## src/rtl/mem_arbiter_if.sv

```systemverilog
//------------------------------------------------------------------------------
// Module   : Mem_ift
// Brief    : Split read/write memory interface. Each channel has a request
//            handshake followed by a reply handshake.
// Revision : 1.0 - initial release
//------------------------------------------------------------------------------
`default_nettype none

interface Mem_ift #(
    parameter int ADDR_W = 32,
    parameter int DATA_W = 64,
    parameter int MASK_W = DATA_W / 8
);
    // read channel
    logic              r_request_valid;
    logic              r_request_ready;
    logic [ADDR_W-1:0] r_request_addr;
    logic              r_reply_valid;
    logic              r_reply_ready;
    logic [DATA_W-1:0] r_reply_rdata;

    // write channel
    logic              w_request_valid;
    logic              w_request_ready;
    logic [ADDR_W-1:0] w_request_addr;
    logic [DATA_W-1:0] w_request_data;
    logic [MASK_W-1:0] w_request_mask;
    logic              w_reply_valid;
    logic              w_reply_ready;

    modport Master (
        output r_request_valid, r_request_addr, r_reply_ready,
        output w_request_valid, w_request_addr, w_request_data, w_request_mask, w_reply_ready,
        input  r_request_ready, r_reply_valid, r_reply_rdata,
        input  w_request_ready, w_reply_valid
    );

    modport Slave (
        input  r_request_valid, r_request_addr, r_reply_ready,
        input  w_request_valid, w_request_addr, w_request_data, w_request_mask, w_reply_ready,
        output r_request_ready, r_reply_valid, r_reply_rdata,
        output w_request_ready, w_reply_valid
    );
endinterface

`default_nettype wire

```

## src/rtl/mem_arbiter.sv

```systemverilog
//------------------------------------------------------------------------------
// Module   : mem_arbiter
// Brief    : Shares one memory port between instruction fetch and data
//            requesters; data has priority, fetch is protected from starvation.
// Revision : 1.0 - initial release
//------------------------------------------------------------------------------
`default_nettype none

module mem_arbiter #(
    parameter int STARVE_LIMIT = 4
) (
    input  logic       clk,
    input  logic       rst,
    Mem_ift.Slave      imem_ift,
    Mem_ift.Slave      dmem_ift,
    Mem_ift.Master     mem_ift,
    output logic [1:0] grant,
    output logic       busy
);

    localparam logic [2:0] S_IDLE   = 3'd0;
    localparam logic [2:0] S_IR_REQ = 3'd1;
    localparam logic [2:0] S_IR_REP = 3'd2;
    localparam logic [2:0] S_DR_REQ = 3'd3;
    localparam logic [2:0] S_DR_REP = 3'd4;
    localparam logic [2:0] S_DW_REQ = 3'd5;
    localparam logic [2:0] S_DW_REP = 3'd6;

    localparam int            c_CNT_W    = (STARVE_LIMIT > 0) ? $clog2(STARVE_LIMIT + 1) : 1;
    localparam logic [c_CNT_W-1:0] c_LIMIT = c_CNT_W'(STARVE_LIMIT);
    localparam bit            c_FORCE_EN = (STARVE_LIMIT != 0);

    logic [2:0]         r_state;
    logic [2:0]         w_state_nxt;
    logic [c_CNT_W-1:0] r_starve_cnt;
    logic [c_CNT_W-1:0] w_starve_nxt;
    logic               w_force_imem;

    assign w_force_imem = imem_ift.r_request_valid && c_FORCE_EN && (r_starve_cnt == c_LIMIT);

    always_comb begin
        w_state_nxt  = r_state;
        w_starve_nxt = r_starve_cnt;
        case (r_state)
            S_IDLE: begin
                if (w_force_imem)                  w_state_nxt = S_IR_REQ;
                else if (dmem_ift.r_request_valid) w_state_nxt = S_DR_REQ;
                else if (dmem_ift.w_request_valid) w_state_nxt = S_DW_REQ;
                else if (imem_ift.r_request_valid) w_state_nxt = S_IR_REQ;

                // Only dmem wins taken while fetch is waiting count toward starvation.
                if (!imem_ift.r_request_valid || w_state_nxt == S_IR_REQ)
                    w_starve_nxt = '0;
                else if (r_starve_cnt != c_LIMIT)
                    w_starve_nxt = r_starve_cnt + 1'b1;
            end
            S_IR_REQ: begin
                if (!imem_ift.r_request_valid)    w_state_nxt = S_IDLE;
                else if (mem_ift.r_request_ready) w_state_nxt = S_IR_REP;
            end
            S_IR_REP: begin
                if (mem_ift.r_reply_valid && imem_ift.r_reply_ready) w_state_nxt = S_IDLE;
            end
            S_DR_REQ: begin
                if (!dmem_ift.r_request_valid)    w_state_nxt = S_IDLE;
                else if (mem_ift.r_request_ready) w_state_nxt = S_DR_REP;
            end
            S_DR_REP: begin
                if (mem_ift.r_reply_valid && dmem_ift.r_reply_ready) w_state_nxt = S_IDLE;
            end
            S_DW_REQ: begin
                if (!dmem_ift.w_request_valid)    w_state_nxt = S_IDLE;
                else if (mem_ift.w_request_ready) w_state_nxt = S_DW_REP;
            end
            S_DW_REP: begin
                if (mem_ift.w_reply_valid && dmem_ift.w_reply_ready) w_state_nxt = S_IDLE;
            end
            default: w_state_nxt = S_IDLE;
        endcase
    end

    always_ff @(posedge clk) begin
        if (rst) begin
            r_state      <= S_IDLE;
            r_starve_cnt <= '0;
        end else begin
            r_state      <= w_state_nxt;
            r_starve_cnt <= w_starve_nxt;
        end
    end

    always_comb begin
        // downstream request side
        mem_ift.r_request_valid = ((r_state == S_IR_REQ) && imem_ift.r_request_valid)
                               || ((r_state == S_DR_REQ) && dmem_ift.r_request_valid);
        mem_ift.r_request_addr  = (r_state == S_IR_REQ) ? imem_ift.r_request_addr
                                                        : dmem_ift.r_request_addr;
        mem_ift.w_request_valid = (r_state == S_DW_REQ) && dmem_ift.w_request_valid;
        mem_ift.w_request_addr  = dmem_ift.w_request_addr;
        mem_ift.w_request_data  = dmem_ift.w_request_data;
        mem_ift.w_request_mask  = dmem_ift.w_request_mask;
        mem_ift.r_reply_ready   = ((r_state == S_IR_REP) && imem_ift.r_reply_ready)
                               || ((r_state == S_DR_REP) && dmem_ift.r_reply_ready);
        mem_ift.w_reply_ready   = (r_state == S_DW_REP) && dmem_ift.w_reply_ready;

        // fetch requester: read only, write channel held off
        imem_ift.r_request_ready = (r_state == S_IR_REQ) && mem_ift.r_request_ready;
        imem_ift.r_reply_valid   = (r_state == S_IR_REP) && mem_ift.r_reply_valid;
        imem_ift.r_reply_rdata   = mem_ift.r_reply_rdata;
        imem_ift.w_request_ready = 1'b0;
        imem_ift.w_reply_valid   = 1'b0;

        // data requester
        dmem_ift.r_request_ready = (r_state == S_DR_REQ) && mem_ift.r_request_ready;
        dmem_ift.r_reply_valid   = (r_state == S_DR_REP) && mem_ift.r_reply_valid;
        dmem_ift.r_reply_rdata   = mem_ift.r_reply_rdata;
        dmem_ift.w_request_ready = (r_state == S_DW_REQ) && mem_ift.w_request_ready;
        dmem_ift.w_reply_valid   = (r_state == S_DW_REP) && mem_ift.w_reply_valid;
    end

    always_comb begin
        grant = 2'd0;
        case (r_state)
            S_IR_REQ, S_IR_REP: grant = 2'd1;
            S_DR_REQ, S_DR_REP: grant = 2'd2;
            S_DW_REQ, S_DW_REP: grant = 2'd3;
            default:            grant = 2'd0;
        endcase
    end

    assign busy = (r_state != S_IDLE);

    // The fetch write channel is never serviced.
    logic w_unused_imem_w;
    assign w_unused_imem_w = ^{imem_ift.w_request_valid, imem_ift.w_request_addr,
                               imem_ift.w_request_data, imem_ift.w_request_mask,
                               imem_ift.w_reply_ready};

endmodule

`default_nettype wire

```

## src/flat_wrapper.sv

```systemverilog
// flat-port wrapper written by rule: the top's interface ports become plain ports
module mem_arbiter_flat 
#(
    parameter int STARVE_LIMIT = 4
)
  (clk, rst, grant, busy, imem_ift_r_request_valid, imem_ift_r_request_addr, imem_ift_r_reply_ready, imem_ift_w_request_valid, imem_ift_w_request_addr, imem_ift_w_request_data, imem_ift_w_request_mask, imem_ift_w_reply_ready, imem_ift_r_request_ready, imem_ift_r_reply_valid, imem_ift_r_reply_rdata, imem_ift_w_request_ready, imem_ift_w_reply_valid, dmem_ift_r_request_valid, dmem_ift_r_request_addr, dmem_ift_r_reply_ready, dmem_ift_w_request_valid, dmem_ift_w_request_addr, dmem_ift_w_request_data, dmem_ift_w_request_mask, dmem_ift_w_reply_ready, dmem_ift_r_request_ready, dmem_ift_r_reply_valid, dmem_ift_r_reply_rdata, dmem_ift_w_request_ready, dmem_ift_w_reply_valid, mem_ift_r_request_valid, mem_ift_r_request_addr, mem_ift_r_reply_ready, mem_ift_w_request_valid, mem_ift_w_request_addr, mem_ift_w_request_data, mem_ift_w_request_mask, mem_ift_w_reply_ready, mem_ift_r_request_ready, mem_ift_r_reply_valid, mem_ift_r_reply_rdata, mem_ift_w_request_ready, mem_ift_w_reply_valid);
  Mem_ift imem_ift_i ();
  Mem_ift dmem_ift_i ();
  Mem_ift mem_ift_i ();
  input  logic clk;
  input  logic rst;
  output logic [1:0] grant;
  output logic busy;
  input wire logic [$bits(imem_ift_i.r_request_valid)-1:0] imem_ift_r_request_valid;
  input wire logic [$bits(imem_ift_i.r_request_addr)-1:0] imem_ift_r_request_addr;
  input wire logic [$bits(imem_ift_i.r_reply_ready)-1:0] imem_ift_r_reply_ready;
  input wire logic [$bits(imem_ift_i.w_request_valid)-1:0] imem_ift_w_request_valid;
  input wire logic [$bits(imem_ift_i.w_request_addr)-1:0] imem_ift_w_request_addr;
  input wire logic [$bits(imem_ift_i.w_request_data)-1:0] imem_ift_w_request_data;
  input wire logic [$bits(imem_ift_i.w_request_mask)-1:0] imem_ift_w_request_mask;
  input wire logic [$bits(imem_ift_i.w_reply_ready)-1:0] imem_ift_w_reply_ready;
  output wire logic [$bits(imem_ift_i.r_request_ready)-1:0] imem_ift_r_request_ready;
  output wire logic [$bits(imem_ift_i.r_reply_valid)-1:0] imem_ift_r_reply_valid;
  output wire logic [$bits(imem_ift_i.r_reply_rdata)-1:0] imem_ift_r_reply_rdata;
  output wire logic [$bits(imem_ift_i.w_request_ready)-1:0] imem_ift_w_request_ready;
  output wire logic [$bits(imem_ift_i.w_reply_valid)-1:0] imem_ift_w_reply_valid;
  input wire logic [$bits(dmem_ift_i.r_request_valid)-1:0] dmem_ift_r_request_valid;
  input wire logic [$bits(dmem_ift_i.r_request_addr)-1:0] dmem_ift_r_request_addr;
  input wire logic [$bits(dmem_ift_i.r_reply_ready)-1:0] dmem_ift_r_reply_ready;
  input wire logic [$bits(dmem_ift_i.w_request_valid)-1:0] dmem_ift_w_request_valid;
  input wire logic [$bits(dmem_ift_i.w_request_addr)-1:0] dmem_ift_w_request_addr;
  input wire logic [$bits(dmem_ift_i.w_request_data)-1:0] dmem_ift_w_request_data;
  input wire logic [$bits(dmem_ift_i.w_request_mask)-1:0] dmem_ift_w_request_mask;
  input wire logic [$bits(dmem_ift_i.w_reply_ready)-1:0] dmem_ift_w_reply_ready;
  output wire logic [$bits(dmem_ift_i.r_request_ready)-1:0] dmem_ift_r_request_ready;
  output wire logic [$bits(dmem_ift_i.r_reply_valid)-1:0] dmem_ift_r_reply_valid;
  output wire logic [$bits(dmem_ift_i.r_reply_rdata)-1:0] dmem_ift_r_reply_rdata;
  output wire logic [$bits(dmem_ift_i.w_request_ready)-1:0] dmem_ift_w_request_ready;
  output wire logic [$bits(dmem_ift_i.w_reply_valid)-1:0] dmem_ift_w_reply_valid;
  output wire logic [$bits(mem_ift_i.r_request_valid)-1:0] mem_ift_r_request_valid;
  output wire logic [$bits(mem_ift_i.r_request_addr)-1:0] mem_ift_r_request_addr;
  output wire logic [$bits(mem_ift_i.r_reply_ready)-1:0] mem_ift_r_reply_ready;
  output wire logic [$bits(mem_ift_i.w_request_valid)-1:0] mem_ift_w_request_valid;
  output wire logic [$bits(mem_ift_i.w_request_addr)-1:0] mem_ift_w_request_addr;
  output wire logic [$bits(mem_ift_i.w_request_data)-1:0] mem_ift_w_request_data;
  output wire logic [$bits(mem_ift_i.w_request_mask)-1:0] mem_ift_w_request_mask;
  output wire logic [$bits(mem_ift_i.w_reply_ready)-1:0] mem_ift_w_reply_ready;
  input wire logic [$bits(mem_ift_i.r_request_ready)-1:0] mem_ift_r_request_ready;
  input wire logic [$bits(mem_ift_i.r_reply_valid)-1:0] mem_ift_r_reply_valid;
  input wire logic [$bits(mem_ift_i.r_reply_rdata)-1:0] mem_ift_r_reply_rdata;
  input wire logic [$bits(mem_ift_i.w_request_ready)-1:0] mem_ift_w_request_ready;
  input wire logic [$bits(mem_ift_i.w_reply_valid)-1:0] mem_ift_w_reply_valid;
  assign imem_ift_i.r_request_valid = imem_ift_r_request_valid;
  assign imem_ift_i.r_request_addr = imem_ift_r_request_addr;
  assign imem_ift_i.r_reply_ready = imem_ift_r_reply_ready;
  assign imem_ift_i.w_request_valid = imem_ift_w_request_valid;
  assign imem_ift_i.w_request_addr = imem_ift_w_request_addr;
  assign imem_ift_i.w_request_data = imem_ift_w_request_data;
  assign imem_ift_i.w_request_mask = imem_ift_w_request_mask;
  assign imem_ift_i.w_reply_ready = imem_ift_w_reply_ready;
  assign imem_ift_r_request_ready = imem_ift_i.r_request_ready;
  assign imem_ift_r_reply_valid = imem_ift_i.r_reply_valid;
  assign imem_ift_r_reply_rdata = imem_ift_i.r_reply_rdata;
  assign imem_ift_w_request_ready = imem_ift_i.w_request_ready;
  assign imem_ift_w_reply_valid = imem_ift_i.w_reply_valid;
  assign dmem_ift_i.r_request_valid = dmem_ift_r_request_valid;
  assign dmem_ift_i.r_request_addr = dmem_ift_r_request_addr;
  assign dmem_ift_i.r_reply_ready = dmem_ift_r_reply_ready;
  assign dmem_ift_i.w_request_valid = dmem_ift_w_request_valid;
  assign dmem_ift_i.w_request_addr = dmem_ift_w_request_addr;
  assign dmem_ift_i.w_request_data = dmem_ift_w_request_data;
  assign dmem_ift_i.w_request_mask = dmem_ift_w_request_mask;
  assign dmem_ift_i.w_reply_ready = dmem_ift_w_reply_ready;
  assign dmem_ift_r_request_ready = dmem_ift_i.r_request_ready;
  assign dmem_ift_r_reply_valid = dmem_ift_i.r_reply_valid;
  assign dmem_ift_r_reply_rdata = dmem_ift_i.r_reply_rdata;
  assign dmem_ift_w_request_ready = dmem_ift_i.w_request_ready;
  assign dmem_ift_w_reply_valid = dmem_ift_i.w_reply_valid;
  assign mem_ift_r_request_valid = mem_ift_i.r_request_valid;
  assign mem_ift_r_request_addr = mem_ift_i.r_request_addr;
  assign mem_ift_r_reply_ready = mem_ift_i.r_reply_ready;
  assign mem_ift_w_request_valid = mem_ift_i.w_request_valid;
  assign mem_ift_w_request_addr = mem_ift_i.w_request_addr;
  assign mem_ift_w_request_data = mem_ift_i.w_request_data;
  assign mem_ift_w_request_mask = mem_ift_i.w_request_mask;
  assign mem_ift_w_reply_ready = mem_ift_i.w_reply_ready;
  assign mem_ift_i.r_request_ready = mem_ift_r_request_ready;
  assign mem_ift_i.r_reply_valid = mem_ift_r_reply_valid;
  assign mem_ift_i.r_reply_rdata = mem_ift_r_reply_rdata;
  assign mem_ift_i.w_request_ready = mem_ift_w_request_ready;
  assign mem_ift_i.w_reply_valid = mem_ift_w_reply_valid;
  mem_arbiter #(.STARVE_LIMIT(STARVE_LIMIT)) u_core (.clk(clk), .rst(rst), .imem_ift(imem_ift_i), .dmem_ift(dmem_ift_i), .mem_ift(mem_ift_i), .grant(grant), .busy(busy));
endmodule
```

## config.mk

```make
export PLATFORM = sky130hd
export DESIGN_NAME = mem_arbiter_flat
export DESIGN_NICKNAME = d
export VERILOG_FILES = /design/src/rtl/mem_arbiter_if.sv /design/src/rtl/mem_arbiter.sv /design/src/flat_wrapper.sv
export SDC_FILE = /design/constraint.sdc
export NUM_CORES = 1
export LEC_CHECK = 0
export BUFFER_PORTS_ARGS = -buffer_cell sky130_fd_sc_hd__clkbuf_2
export CAP_MARGIN = 0
export CORE_AREA = 2 2 242 244
export CTS_CLUSTER_DIAMETER = 150
export CTS_CLUSTER_SIZE = 8
export DETAILED_ROUTE_END_ITERATION = 7
export DIE_AREA = 0 0 244 246
export PLACE_DENSITY_LB_ADDON = 0.08
export SLEW_MARGIN = 25
export SYNTH_ARGS = -nofsm -noshare
export SYNTH_HDL_FRONTEND = slang
export SYNTH_SLANG_ARGS = --single-unit
```

## constraint.sdc

```tcl
create_clock -name clk -period 2.5 [get_ports clk]
set_input_delay 0.625 -clock clk [delete_from_list [all_inputs] [get_ports clk]]
set_output_delay 0.625 -clock clk [all_outputs]
set_load 0.05 [all_outputs]
```

==> summary.md, run 1 <==
| Metric | Value |
|---|---|
| Drt drc | `0` |
| Max H-tree Level | `1` |
| Post-Syn Instances | `354` |
| Most common cell after layout, fill and taps aside | `clkbuf_2` |
| Post-route cell area | `approximately 2700 um^2` |
| Most frequent cells in the layout | `clkbuf_2 (95), mux2_2 (32), buf_2 (17), nand2_1 (10), inv_1 (7)` |
| Post-route antenna net violation count | `0` |
| Yosys top cell area share | `0.635` |
| Die Y | `around 250 um` |
| Setup TNS | `0 ns` |
| DRT Pass-1 Iters | `3` |
| Worst setup EP type | `output port` |
| Synth area leader | `buf_4` |
| Largest family of logic cells by synthesized area | `buffers and inverters` |
| Final-report hold violation count | `0` |
| Number of vias per cell | `1.67` |
| Gpl congestion | `around 0.64` |
| Critical path class | `flop to output port` |
| Startpoint types | `flop` |
| Layout cells sized above 1 | `0.682` |
| Placed Instance Area | `2590 um^2` |
| Final Core Density | `0.0473` |
| CTS tree | `yes` |
| Die Span X | `244 um` |
| Worst VDD drop | `277 uV` |
| Min cycle time layout | `2.39 ns` |
| Min-Delay Path Class | `flop to flop` |
| Synth Area in Simple Gates | `0.0642` |
| Post-DR wirelength/cell | `between 9 and 10 um` |
| Post-CTS Setup Bufs | `0` |
| Fin nets | `600` |
| # rows | `between 80 and 90` |
| Max cap viols | `0` |
| Vias in the first global route | `1949` |
| Final setup violation count | `0` |
| Remaining global-route overflow | `0` |
| Final WL | `9830 um` |
| Synth cell types | `32` |
| Synthesized-area fraction occupied by adder cells | `0.0271` |
| Pwr Density | `857 nW/um^2` |
| Synthesized area per cell | `7.82 um^2` |
| # diodes | `0` |
| Seq/Total Area, Yosys | `0.0434` |
| Mux contribution to synthesized area | `0.134` |
| Worst skew pair latency | `0.23 ns` |
| Required @ worst endpoint | `1.88 ns` |
| Global-route wire length before repair | `between 10000 and 15000 um` |
| CP max FO | `12` |
| Tot GR Track Use | `0.0305` |
| Compound-gate portion of the synthesized area | `0.0674` |
| Initial Util | `0.0482` |
| Clk root buf | `clkbuf_16` |
| CP Data Arrival Time | `1.77 ns` |
| Synth top area cells | `buf_4 (63%), mux2_2 (13%), dfxtp_1 (4.3%), ha_1 (2.7%), nand2_1 (1.4%)` |
| Max-slew violations | `0` |
| Yosys reg bits | `6` |
| Leak Pwr | `between 0.0009 and 0.001 uW` |
| Clock sinks | `6` |
| Syn-to-layout area delta | `-2.03%` |
| Largest net degree at the start of global routing | `25` |
| Via count | `1677` |
| Ys Warns | `0` |
| Total Power | `2320 uW` |
| Port buffer count | `120` |
| Max Fclk | `418 MHz` |
| Worst-case clock buffer depth | `2` |
| XOR/XNOR share of the synthesized area | `0` |
| Unrepaired setup endpoints after global routing | `false` |
| CORE AREA | `57400 um^2` |
| Final std cells w/o fill | `around 1000` |
| DP Cell Count | `between 1000 and 1500` |
| Tcrit/Tclk final | `0.957` |
| Dpl hpwl | `~8600 um` |
| Antenna violations before repair | `0` |
| Clk_skew | `0.000802 ns` |
| Die ar. | `60000 um^2` |
| Synthesized area | `~2800 um^2` |
| Clock-pin slew on the worst setup and hold paths | `0.04 ns` |
| CTS Buf Count | `3` |
| IO Pins | `629` |
| Status | `finished clean` |
| Iter 0 DRT Violations | `36` |
## state kept, by name, summed over array words and instances, names as in the netlist
signal / flops
u_core.r_starve_cnt: 3
u_core.r_state: 3
## per-layer routing
metal | wire length (um) | share of wire | GRT usage | up-vias
met5 | 118 | 0.012 | 0.0147 | -
met2 | 4330 | 0.44 | 0.0443 | 210
met1 | 3420 | 0.35 | 0.0291 | 736
met4 | 220 | 0.022 | 0.0106 | 2
met3 | 1740 | 0.18 | 0.0290 | 43
li1 | - | - | - | 686
## final timing paths
path	slack [ns]	cells past startpoint	startpoint	to
max	0.11	6	u_core.r_state[1]	mem_ift_r_request_addr[17]
min	0.54	2	u_core.r_starve_cnt[2]	u_core.r_starve_cnt[2]
max reg2reg	0.63	6	u_core.r_state[0]	u_core.r_state[1]
min reg2reg	0.54	2	u_core.r_starve_cnt[2]	u_core.r_starve_cnt[2]
## critical path, cell delays in order, from the launching register on
cell       delay, ns
dfxtp_1         0.30
inv_1           0.07
ha_1            0.17
and2b_4         0.23
clkbuf_16       0.19
mux2_2          0.33
clkbuf_2        0.24
## final cells by class
type	count	area, um^2
clock buffer	3	75.1
fill	6760	54700
tap	765	957
sequential	6	121
inverter	7	26.3
timing repair buffer	126	712
multi-input combinational	100	820
## metrics by stage
step           worst slack [ns]  hold slack [ns]
6_report                  0.107            0.538
5_1_grt                 0.00368            0.601
4_1_cts                  0.0315            0.545
3_5_place_dp              0.155            0.533
3_3_place_gp              0.169            0.523
2_1_floorplan             0.259            0.478
## cells in the mapped netlist
library cell / count
buf_2: 5
conb_1: 1
ha_1: 6
dfxtp_1: 6
buf_4: 234
or4_1: 1
a21boi_0: 1
nand2b_4: 1
o32ai_1: 1
o21ai_0: 2
a211oi_1: 2
a311oi_1: 3
o31a_1: 1
a22oi_2: 1
a21oi_1: 5
buf_6: 2
a32oi_1: 1
mux2_2: 32
nand2_1: 10
a31oi_1: 2
o2bb2ai_1: 1
and2b_1: 2
a2111o_1: 1
and3_1: 5
clkbuf_1: 1
a22oi_1: 3
nor2_1: 6
mux2i_1: 1
nor3_1: 5
inv_1: 7
and2_1: 4
a22o_1: 1
## logic make-up (layout without fill, tap and decap cells)
kind of cell / after synthesis / after routing
adder cells (fa/ha/maj): 6 / 6
buffers and inverters: 249 / 136
multiplexers: 33 / 33
AO/OA/AOI/OAI: 25 / 25
AND/OR/NAND/NOR: 34 / 34
flip-flops: 6 / 6
other: 1 / 2
## power by group
| part | internal [uW] | switching, uW | total, uW |
|---|---|---|---|
| sequential | 124 | 18.7 | 143 |
| combinational | 621 | 1290 | 1920 |
| clock | 206 | 59.8 | 266 |
## timing repair
item | in CTS | in global routing
hold buffers | 0 | 0
gates resized for setup | 9 | 21
gates cloned | 0 | 1
setup endpoints to repair | 32 | 29
No activity file was read; power rests on OpenSTA's default activity.
==> inputs of run 2 (changes only) <==
- ABC_AREA: unset -> 1
- CORE_AREA: 2 2 242 244 -> 2 2 245 247
- CTS_BUF_LIST: unset -> sky130_fd_sc_hd__clkbuf_2 sky130_fd_sc_hd__clkbuf_4 sky130_fd_sc_hd__clkbuf_8
- DIE_AREA: 0 0 244 246 -> 0 0 247 249
==> summary.md, run 2 <==
| Metric | Value |
|---|---|
| Tot GR Track Use | `0.0328 (was 0.0305)` |
| Switching share of power | `0.655 (was 0.591)` |
| Worst slack at placement | `0.166 ns (was 0.155 ns)` |
| CTS Buf Count | `3 (unchanged)` |
| Gpl congestion | `0.585 (was 0.638)` |
| Drt drc | `0 (unchanged)` |
| Max-slew violations | `0 (unchanged)` |
| Synth top area cells | `buf_4 (62%), nand2_1 (15%), dfxtp_1 (4.2%), ha_1 (2.6%), nand3_1 (2.3%) (was buf_4 (63%), mux2_2 (13%), dfxtp_1 (4.3%), ha_1 (2.7%), nand2_1 (1.4%))` |
| DRT Pass-1 Iters | `4 (was 3)` |
| Synth async-reset ratio | `0 (unchanged)` |
| Vias in the first global route | `2088 (was 1949)` |
| Yosys reg bits | `6 (unchanged)` |
| NetSw | `1800 uW (was 1370 uW)` |
| Gr busiest metal | `met2 (unchanged)` |
| Critical Path Start | `u_core.r_state[1] (unchanged)` |
| Ys Warns | `0 (unchanged)` |
| Final WL | `11100 um (was 9830 um)` |
| CTS tree | `yes (unchanged)` |
| Layout cells sized above 1 | `0.465 (was 0.682)` |
| Die Span X | `247 um (was 244 um)` |
| Worst setup EP type | `output port (unchanged)` |
| Int Power | `948 uW (was 951 uW)` |
| Most frequent cells in the layout | `nand2_1 (112), clkbuf_2 (87), inv_1 (16), clkbuf_4 (16) (was clkbuf_2 (95), mux2_2 (32), buf_2 (17), nand2_1 (10), inv_1 (7))` |
| CP Data Arrival Time | `1.76 ns (was 1.77 ns)` |
| Met3 global-route usage | `0.0181 (was 0.0290)` |
| Top Registers | `u_core.r_starve_cnt: 3 flops, u_core.r_state: 3 flops (unchanged)` |
| Register-to-register setup slack | `0.71 ns (was 0.63 ns)` |
| Leak Pwr | `0.00128 uW (was 0.000969 uW)` |
| Min cycle time layout | `2.38 ns (was 2.39 ns)` |
| CP max FO | `20 (was 12)` |
| Final-report hold violation count | `0 (unchanged)` |
| CORE AREA | `58700 um^2 (was 57400 um^2)` |
| Total Power | `2750 uW (was 2320 uW)` |
| Post-DR wirelength/cell | `10.0 um (was 9.76 um)` |
| Post-synth EDFFs | `0 (unchanged)` |
| Pwr Density | `947 nW/um^2 (was 857 nW/um^2)` |
| Max Fclk | `420 MHz (was 418 MHz)` |
| Dpl hpwl | `9590 um (was 8570 um)` |
| Synth cell types | `26 (was 32)` |
| Global-route wire length before repair | `14400 um (was 13300 um)` |
| Comb power frac | `0.894 (was 0.824)` |
| Required @ worst endpoint | `1.88 ns (about the same)` |
| Met2 usage | `0.0509 (was 0.0443)` |
| Seq pwr share | `0.052 (was 0.061)` |
| Setup WS post-layout | `0.119 ns (was 0.107 ns)` |
| Syn-to-layout area delta | `2.11% (was -2.03%)` |
| Yosys top cell area share | `0.617 (was 0.635)` |
| Initial Util | `0.0485 (was 0.0482)` |
| # rows | `89 (was 88)` |
| Setup TNS | `0 ns (unchanged)` |
| Max H-tree Level | `1 (unchanged)` |
| Worst VDD drop | `311 uV (was 277 uV)` |
| Post-CTS Setup Bufs | `0 (unchanged)` |
| Post-Syn Instances | `439 (was 354)` |
| Synth area leader | `buf_4 (unchanged)` |
| R2r startpoint | `u_core.r_state[1] (was u_core.r_state[0])` |
| Clk root buf | `clkbuf_8 (was clkbuf_16)` |
| Clock sinks | `6 (unchanged)` |
| M1 GR Usage | `0.0268 (was 0.0291)` |
| Max cap viols | `0 (unchanged)` |
| Top FF cell, synth | `dfxtp_1 (unchanged)` |
| Post-synth top cells | `buf_4 (234), nand2_1 (113), inv_1 (16), nand3_1 (13) (was buf_4 (234), mux2_2 (32), nand2_1 (10), inv_1 (7))` |
| Unrepaired setup endpoints after global routing | `true (was false)` |
| Die ar. | `61500 um^2 (was 60000 um^2)` |
| Die Y | `249 um (was 246 um)` |
| Min-Delay Path Class | `flop to flop (unchanged)` |
| Clk_skew | `0.000822 ns (was 0.000802 ns)` |
| Critical path class | `flop to output port (unchanged)` |
| Status | `finished clean (unchanged)` |
| Via count | `2015 (was 1677)` |
| Placed Instance Area | `2770 um^2 (was 2590 um^2)` |
| Worst-case clock buffer depth | `2 (unchanged)` |
| Worst Reg-to-Reg Cells | `11 (was 6)` |
| Antenna violations before repair | `0 (unchanged)` |
| IO Pins | `629 (unchanged)` |
| Startpoint types | `flop (unchanged)` |
| Synthesized area | `2850 um^2 (was 2770 um^2)` |
| Final Core Density | `0.0495 (was 0.0473)` |
| Seq/Total Area, Yosys | `0.0422 (was 0.0434)` |
| Most common cell after layout, fill and taps aside | `nand2_1 (was clkbuf_2)` |
| Number of vias per cell | `1.82 (was 1.67)` |
| Tcrit/Tclk final | `0.952 (was 0.957)` |
| Synthesized area per cell | `6.48 um^2 (was 7.82 um^2)` |
| Remaining global-route overflow | `0 (unchanged)` |
| Fin nets | `689 (was 600)` |
| Worst skew pair latency | `0.22 ns (was 0.23 ns)` |
| Capture point of the critical path | `mem_ift_r_request_addr[21] (was mem_ift_r_request_addr[17])` |
| Clock-pin slew on the worst setup and hold paths | `0.04 ns (about the same)` |
| Largest net degree at the start of global routing | `21 (was 25)` |
| Final setup violation count | `0 (unchanged)` |
| Port buffer count | `120 (unchanged)` |
| Post-route antenna net violation count | `0 (unchanged)` |
| Clock network power share | `0.054 (was 0.114)` |
| Iter 0 DRT Violations | `46 (was 36)` |
| Post-route cell area | `2910 um^2 (was 2710 um^2)` |
| R2R Path End | `u_core.r_state[0] (was u_core.r_state[1])` |
| Top-count cell post-synth | `buf_4 (unchanged)` |
[run 2: cells by family (layout without fill, tap and decap cells)]
group                      count (synthesis)  in the layout  share of synthesized area
xor gates and xnor gates                   1              1                    0.00308
AOI/OAI and AO/OA                         13             13                     0.0330
and+or+nand+nor                          149            149                      0.233
other                                      1              3                    0.00132
DFF                                        6              6                     0.0422
adders and majority gates                  6              6                     0.0264
buffers and inverters                    263            154                      0.661
[run 2: final cells by class]
type                            count  area, um^2
Fill cell                        7007       55800
Tap cell                          773         967
Multi-Input combinational cell    171         850
Timing Repair Buffer              130         846
Sequential cell                     6         120
Inverter                           21        78.8
Clock buffer                        3        41.3
Antenna cell                        1        2.50
[run 2: timing repair]
action	CTS	global route
hold buffers	0	0
gates resized for setup	7	62
hold endpoints to repair	0	0
endpoints found under the setup margin	5	31
[run 2: metal layers]
metal | vias up | routed length, um
met4 | 0 | 1410
met2 | 229 | 4730
li1 | 879 | -
met1 | 801 | 3210
met5 | - | 0
met3 | 106 | 1720
[run 2: how the worst min path moves through the flow]
stage | startpoint | end | slack [ns] | cells after the start
2_1_floorplan | u_core.r_starve_cnt[1] | u_core.r_starve_cnt[1] | 0.46 | 2
3_3_place_gp | u_core.r_starve_cnt[0] | u_core.r_starve_cnt[0] | 0.50 | 2
3_5_place_dp | u_core.r_starve_cnt[0] | u_core.r_starve_cnt[0] | 0.49 | 2
4_1_cts | u_core.r_starve_cnt[1] | u_core.r_starve_cnt[1] | 0.49 | 2
5_1_grt | u_core.r_starve_cnt[1] | u_core.r_starve_cnt[1] | 0.51 | 2
6_report | u_core.r_starve_cnt[1] | u_core.r_starve_cnt[1] | 0.49 | 2
[run 2: stage by stage]
step | hold WS [ns] | cells
3_5_place_dp | 0.486 | 1101
6_report | 0.494 | 1105
4_1_cts | 0.491 | 1104
5_1_grt | 0.513 | 1104
3_3_place_gp | 0.500 | 1101
2_1_floorplan | 0.456 | 440
[run 2: power groups by stage]
stage	clock network, uW	registers (uW)	logic [uW]
after detailed placement	0	146	2430
after global routing	159	148	2670
after global placement	0	147	2470
after CTS	156	145	2460
final	149	144	2460
after floorplan	0	142	2590
[run 2: worst max-delay path, cell delays in order (launching register included)]
cell and delay [ns]:
dfxtp_1 0.32, inv_1 0.06, ha_1 0.20, inv_2 0.10, nor2_8 0.05, buf_12 0.14, inv_2 0.09, buf_12 0.17
nand2_1 0.07, nand2_1 0.13, buf_8 0.16
